[src/rtl/apb_master_arb.sv]
// Two-requester APB master: round-robin arbitration, SETUP/ACCESS sequencing,
// PREADY timeout and per-requester completion reporting.
module apb_master_arb #(
  parameter int unsigned ADDR_W  = 32,
  parameter int unsigned DATA_W  = 32,
  parameter int unsigned TIMEOUT = 16
) (
  input  logic              PCLK,
  input  logic              PRESETn,
  input  logic              rq0_req,
  input  logic              rq0_write,
  input  logic [ADDR_W-1:0] rq0_addr,
  input  logic [DATA_W-1:0] rq0_wdata,
  output logic              rq0_gnt,
  output logic              rq0_done,
  output logic [DATA_W-1:0] rq0_rdata,
  output logic              rq0_err,
  input  logic              rq1_req,
  input  logic              rq1_write,
  input  logic [ADDR_W-1:0] rq1_addr,
  input  logic [DATA_W-1:0] rq1_wdata,
  output logic              rq1_gnt,
  output logic              rq1_done,
  output logic [DATA_W-1:0] rq1_rdata,
  output logic              rq1_err,
  output logic              PSEL,
  output logic              PENABLE,
  output logic              PWRITE,
  output logic [ADDR_W-1:0] PADDR,
  output logic [DATA_W-1:0] PWDATA,
  input  logic [DATA_W-1:0] PRDATA,
  input  logic              PREADY
);

  localparam int unsigned CNT_W = 8;

  typedef enum logic [1:0] {
    IDLE   = 2'd0,
    SETUP  = 2'd1,
    ACCESS = 2'd2
  } state_e;

  state_e                  state_q, state_d;
  logic                    prio_q, prio_d;    // requester favoured on contention
  logic                    owner_q, owner_d;  // requester owning the current transfer
  logic [CNT_W-1:0]        cnt_q, cnt_d;
  logic                    psel_q, psel_d;
  logic                    penable_q, penable_d;
  logic                    pwrite_q, pwrite_d;
  logic [ADDR_W-1:0]       paddr_q, paddr_d;
  logic [DATA_W-1:0]       pwdata_q, pwdata_d;
  logic [1:0]              gnt_q, gnt_d;
  logic [1:0]              done_q, done_d;
  logic [1:0]              err_q, err_d;
  logic [1:0][DATA_W-1:0]  rdata_q, rdata_d;
  logic                    win;

  // Next-state and next-output logic
  always_comb begin
    state_d   = state_q;
    prio_d    = prio_q;
    owner_d   = owner_q;
    cnt_d     = cnt_q;
    psel_d    = psel_q;
    penable_d = penable_q;
    pwrite_d  = pwrite_q;
    paddr_d   = paddr_q;
    pwdata_d  = pwdata_q;
    gnt_d     = '0;
    done_d    = '0;
    err_d     = err_q;
    rdata_d   = rdata_q;
    win       = 1'b0;

    case (state_q)
      IDLE: begin
        psel_d    = 1'b0;
        penable_d = 1'b0;
        if (rq0_req || rq1_req) begin
          win          = (rq0_req && rq1_req) ? prio_q : rq1_req;
          owner_d      = win;
          prio_d       = ~win;
          gnt_d[win]   = 1'b1;
          pwrite_d     = win ? rq1_write : rq0_write;
          paddr_d      = win ? rq1_addr  : rq0_addr;
          pwdata_d     = win ? rq1_wdata : rq0_wdata;
          cnt_d        = '0;
          psel_d       = 1'b1;
          state_d      = SETUP;
        end
      end
      SETUP: begin
        penable_d = 1'b1;
        state_d   = ACCESS;
      end
      ACCESS: begin
        if (PREADY) begin
          done_d[owner_q] = 1'b1;
          err_d[owner_q]  = 1'b0;
          if (!pwrite_q) rdata_d[owner_q] = PRDATA;
          psel_d    = 1'b0;
          penable_d = 1'b0;
          state_d   = IDLE;
        end else if (cnt_q == CNT_W'(TIMEOUT - 1)) begin
          // Completer stalled too long: abort with error and zeroed data
          done_d[owner_q]  = 1'b1;
          err_d[owner_q]   = 1'b1;
          rdata_d[owner_q] = '0;
          psel_d    = 1'b0;
          penable_d = 1'b0;
          state_d   = IDLE;
        end else begin
          cnt_d = cnt_q + CNT_W'(1);
        end
      end
      default: begin
        psel_d    = 1'b0;
        penable_d = 1'b0;
        state_d   = IDLE;
      end
    endcase
  end

  always_ff @(posedge PCLK or negedge PRESETn) begin
    if (!PRESETn) begin
      state_q   <= IDLE;
      prio_q    <= 1'b0;
      owner_q   <= 1'b0;
      cnt_q     <= '0;
      psel_q    <= 1'b0;
      penable_q <= 1'b0;
      pwrite_q  <= 1'b0;
      paddr_q   <= '0;
      pwdata_q  <= '0;
      gnt_q     <= '0;
      done_q    <= '0;
      err_q     <= '0;
      rdata_q   <= '0;
    end else begin
      state_q   <= state_d;
      prio_q    <= prio_d;
      owner_q   <= owner_d;
      cnt_q     <= cnt_d;
      psel_q    <= psel_d;
      penable_q <= penable_d;
      pwrite_q  <= pwrite_d;
      paddr_q   <= paddr_d;
      pwdata_q  <= pwdata_d;
      gnt_q     <= gnt_d;
      done_q    <= done_d;
      err_q     <= err_d;
      rdata_q   <= rdata_d;
    end
  end

  assign PSEL      = psel_q;
  assign PENABLE   = penable_q;
  assign PWRITE    = pwrite_q;
  assign PADDR     = paddr_q;
  assign PWDATA    = pwdata_q;
  assign rq0_gnt   = gnt_q[0];
  assign rq1_gnt   = gnt_q[1];
  assign rq0_done  = done_q[0];
  assign rq1_done  = done_q[1];
  assign rq0_err   = err_q[0];
  assign rq1_err   = err_q[1];
  assign rq0_rdata = rdata_q[0];
  assign rq1_rdata = rdata_q[1];

endmodule

[config.mk]
export PLATFORM = sky130hd
export DESIGN_NAME = apb_master_arb
export DESIGN_NICKNAME = d
export VERILOG_FILES = /design/src/rtl/apb_master_arb.sv
export SDC_FILE = /design/constraint.sdc
export NUM_CORES = 1
export LEC_CHECK = 0
export CAP_MARGIN = 40
export CORE_ASPECT_RATIO = 1.2
export CORE_UTILIZATION = 41
export DETAILED_ROUTE_END_ITERATION = 8
export PLACE_DENSITY = 0.87
export SLEW_MARGIN = 15
export SYNTH_ARGS = -nofsm -noshare
export SYNTH_HDL_FRONTEND = slang
export SYNTH_SLANG_ARGS = --single-unit
[constraint.sdc]
create_clock -name PCLK -period 2.1 [get_ports PCLK]
set_input_delay 0.21 -clock PCLK [delete_from_list [all_inputs] [get_ports PCLK]]
set_output_delay 0.21 -clock PCLK [all_outputs]
set_load 0.02 [all_outputs]
==> impl_results.md, run 1 <==
- Largest net degree at the start of global routing: 65
- Post-synthesis average cell area: 12.4 µm²
- Critical Path, Cell by Cell: nor2b_1 -> nor2b_2 -> o21ai_2 -> buf_4 -> a32o_1
- Arr. time, crit path: 2250 ps
- Top cells by area, synth: dfrtp_1 (60%), a32o_1 (10%), mux2i_1 (7.9%)
- H-tree levels: 4
- Unique masters post-synth: 37
- Clock Pin Slew Worst Setup and Hold Paths: 60 ps
- Total placed instance area: 9520 µm²
- Via count: 5365
- Total GRT Usage: 0.246
- Power Density: 1530 nW/µm²
- Drt total wl: 19100 µm
- Post-CTS setup buffer count: 0
- Starting Density: 0.419
- TritonCTS clock tree: yes
- P_int: 9.99 mW
- Die W: 115 µm
- Reg power frac: 0.317
- Top cell type's share of synthesized area: 0.598
- Layout cell share with drive strength beyond 1: 0.0728
- Post-Syn Nets: 672
- Crit share post-route: 0.936
- Clk sinks: 149
- Post-route cell area: 10200 µm²
- Root Buffer: clkbuf_16
- Routed length per instance: 18.8 µm
- Bufs on Longest Clock Path: 2
- Highest-delay cell along the critical path: dfrtp_1
- Largest stage delay, worst path: 570 ps
- Yosys top cell by area: dfrtp_1
- Hold Fails Final Rpt: 0
- Vias per cell: 5.29
- Initial DRT Pass Iterations: 5
- Slew margin rel.: 0.705
- Initial antenna violation count: 1
- Critical Path End Type: register
- Vias in the first global route: 5331
- Peak VDD IR: 0.802 mV
- CTS buffer count: 17
- Area Overhead vs Synth: 63.5%
- I/O pins: 304
- Core ar.: 14900 µm²
- Slew at the pin closest to its max-slew limit: 442 ps
- FF/Latch Area: 3730 µm²
- Final Critical Period: 1960 ps
- Fill count: 1099
- Area of the multi-input gates: 2280 µm²
- Psw: 5.57 mW
- Comb pwr share: 0.464
- Leakage: 4.42 nW
- Post-Synthesis Cells: 504
- Worst path required time: 2390 ps
- Synth Warn #: 0
- Hold Path Class: input pin to async pin
- TNS Setup: 0 ps
- Die Y: 137 µm
- Sequential area share after synthesis: 0.598
- Slew Limit Fails: 0
- Status: complete, no violations
- Clk_skew: 8.62 ps
- F_max: 0.509 GHz
- Critical path startpoint category: register
- Die area: 15700 µm²
- Worst Path Max Fanout: 32
- GRT Residual Overflow: 0
- Port Buffers: 303
- Clk pwr share: 0.219
- Post-route ant nets: 0
- WS Path Type: register to register
- Synth Register Bits: 149
- DR DRC count: 0
- Sw frac: 0.358
- DP HPWL: 13900 µm
- Post-synthesis cell area: 6240 µm²
- Global-route wire length before repair: 28900 µm
- Initial DRC count: 446
- # setup viols final: 0
- Total of max-cap violations: 0
- Insertion delay to the later sink of the worst-skew pair: 410 ps
- Unrepaired setup endpoints after global routing: no
- FP Rows: 49
- Layout Nets: 967
- Number of diodes: 0
- GP Congestion: 0.748
- Hold_ws: 272 ps
synthesized netlist by cell type, drive strengths merged:
cell and number:
nand2 53, and3 2, o22ai 1, nand4 1
mux2i 49, inv 4, a21oi 8, o21a 2
a221o 19, or4 1, dfrtp 149, ha 1
nor2b 4, clkbuf 19, xor2 1, or3 3
a32o 64, a21o 3, o21ai 54, nor4b 2
a211o 1, and2 20, a22o 2, nor2 8
nand4b 2, nand3 4, nor3 1, buf 25
or2 1
layout make-up:
cell class	count	area share
clock inverters	12	0.0221
well taps	204	0.0250
repair buffers	320	0.319
multi-input cells	307	0.224
flip-flops and latches	149	0.366
inverters	4	0.00147
clock buffers	18	0.0431
placed cells by master (no fill, tap or decap), types with 4 or more instances in the layout:
cell type	Yosys	layout
a221o_1	19	19
buf_12	0	7
buf_4	3	9
bufinv_16	0	6
and2_1	20	20
o21ai_0	50	50
a21oi_1	8	8
nand3_1	4	4
clkdlybuf4s50_1	0	302
nor2_1	7	7
a32o_1	64	64
mux2i_1	49	49
clkbuf_16	0	17
dfrtp_1	149	149
nand2_1	53	53
metrics by stage:
stage                     worst slack [ps]  instances  utilization  total power [mW]
after detailed placement               127        983        0.639              12.2
final                                  135       1014        0.684              15.6
after floorplan                        402        504            -              8.57
after global routing                  11.9       1014        0.684              16.4
after global placement                 177        983        0.639              12.0
after CTS                              159       1014        0.684              15.7
worst paths after layout:
check | depth (start not counted) | end | from | slack, ps
hold reg to reg | 2 | PADDR[20]$_DFFE_PN0P_ | PADDR[20]$_DFFE_PN0P_ | 470
min in group PCLK | 2 | PADDR[29]$_DFFE_PN0P_ | rq0_addr[29] | 420
hold / removal | 2 | rq1_rdata[11]$_DFFE_PN0P_ | PRESETn | 270
setup reg to reg | 5 | rq0_rdata[18]$_DFFE_PN0P_ | state_q[1]$_DFFE_PN0P_ | 140
max in group asynchronous | 3 | PADDR[20]$_DFFE_PN0P_ | PRESETn | 1190
setup / recovery | 5 | rq0_rdata[18]$_DFFE_PN0P_ | state_q[1]$_DFFE_PN0P_ | 140
worst max-delay path, delay by kind of cell (launching register included):
family                 cells  cell delay [ps]
AND/OR/NAND/NOR            2              660
flip-flops                 1              570
AO/OA/AOI/OAI              2              340
buffers and inverters      1              250
flip-flops by register name, summed over array words and instances (netlist names), named ones only:
name       count
PWDATA        32
state_q        2
gnt_q          2
prio_q         1
PSEL           1
PADDR         32
owner_q        1
cnt_q          8
rq1_rdata     32
PWRITE         1
PENABLE        1
done_q         2
rq0_rdata     32
power by group through the flow:
| stage | clock [mW] | combinational (mW) | sequential, mW |
|---|---|---|---|
| floorplan | 0 | 2.21 | 6.37 |
| global placement | 0 | 7.10 | 4.91 |
| detailed placement | 0 | 7.26 | 4.94 |
| CTS | 3.48 | 7.28 | 4.93 |
| global route | 3.58 | 7.74 | 5.07 |
| finish | 3.41 | 7.22 | 4.93 |
cells by family after synthesis:
logic type / Yosys count / share of synthesized area
compound gates: 154 / 0.196
xor+xnor: 1 / 0.00140
fa+ha+maj: 1 / 0.00201
buf+inv: 48 / 0.0409
flops: 149 / 0.598
mux: 49 / 0.0786
simple gates: 102 / 0.0833
layer usage:
| layer | vias to the layer above | GRT usage | share of wire |
|---|---|---|---|
| met2 | 254 | 0.412 | 0.51 |
| li1 | 2488 | - | - |
| met4 | 2 | 0.0974 | 0.016 |
| met1 | 2599 | 0.281 | 0.38 |
| met5 | - | 0 | 0.00047 |
| met3 | 22 | 0.0970 | 0.10 |
what timing repair did:
item                                   CTS  global route
gates resized for setup                  0             0
hold buffers                             1             0
endpoints found under the hold margin   33             0
Power figures use the tool's default switching activity.
==> run 2, diff against run 1 <==
--- a/config.mk
+++ b/config.mk
@@ -5,12 +5,12 @@
 export SDC_FILE = /design/constraint.sdc
 export NUM_CORES = 1
 export LEC_CHECK = 0
-export CAP_MARGIN = 40
+export CAP_MARGIN = 25
 export CORE_ASPECT_RATIO = 1.2
 export CORE_UTILIZATION = 41
 export DETAILED_ROUTE_END_ITERATION = 8
 export PLACE_DENSITY = 0.87
-export SLEW_MARGIN = 15
+export SLEW_MARGIN = 5
 export SYNTH_ARGS = -nofsm -noshare
 export SYNTH_HDL_FRONTEND = slang
 export SYNTH_SLANG_ARGS = --single-unit
==> results of run 2 <==
Final layout, timing and power as in run 1 (identical DEF).
==> run 3, diff against run 2 <==
--- a/config.mk
+++ b/config.mk
@@ -5,6 +5,7 @@
 export SDC_FILE = /design/constraint.sdc
 export NUM_CORES = 1
 export LEC_CHECK = 0
+export ABC_CLOCK_PERIOD_IN_PS = 2100
 export CAP_MARGIN = 25
 export CORE_ASPECT_RATIO = 1.2
 export CORE_UTILIZATION = 41
==> results of run 3 <==
Final layout, timing and power as in run 1 (identical DEF).
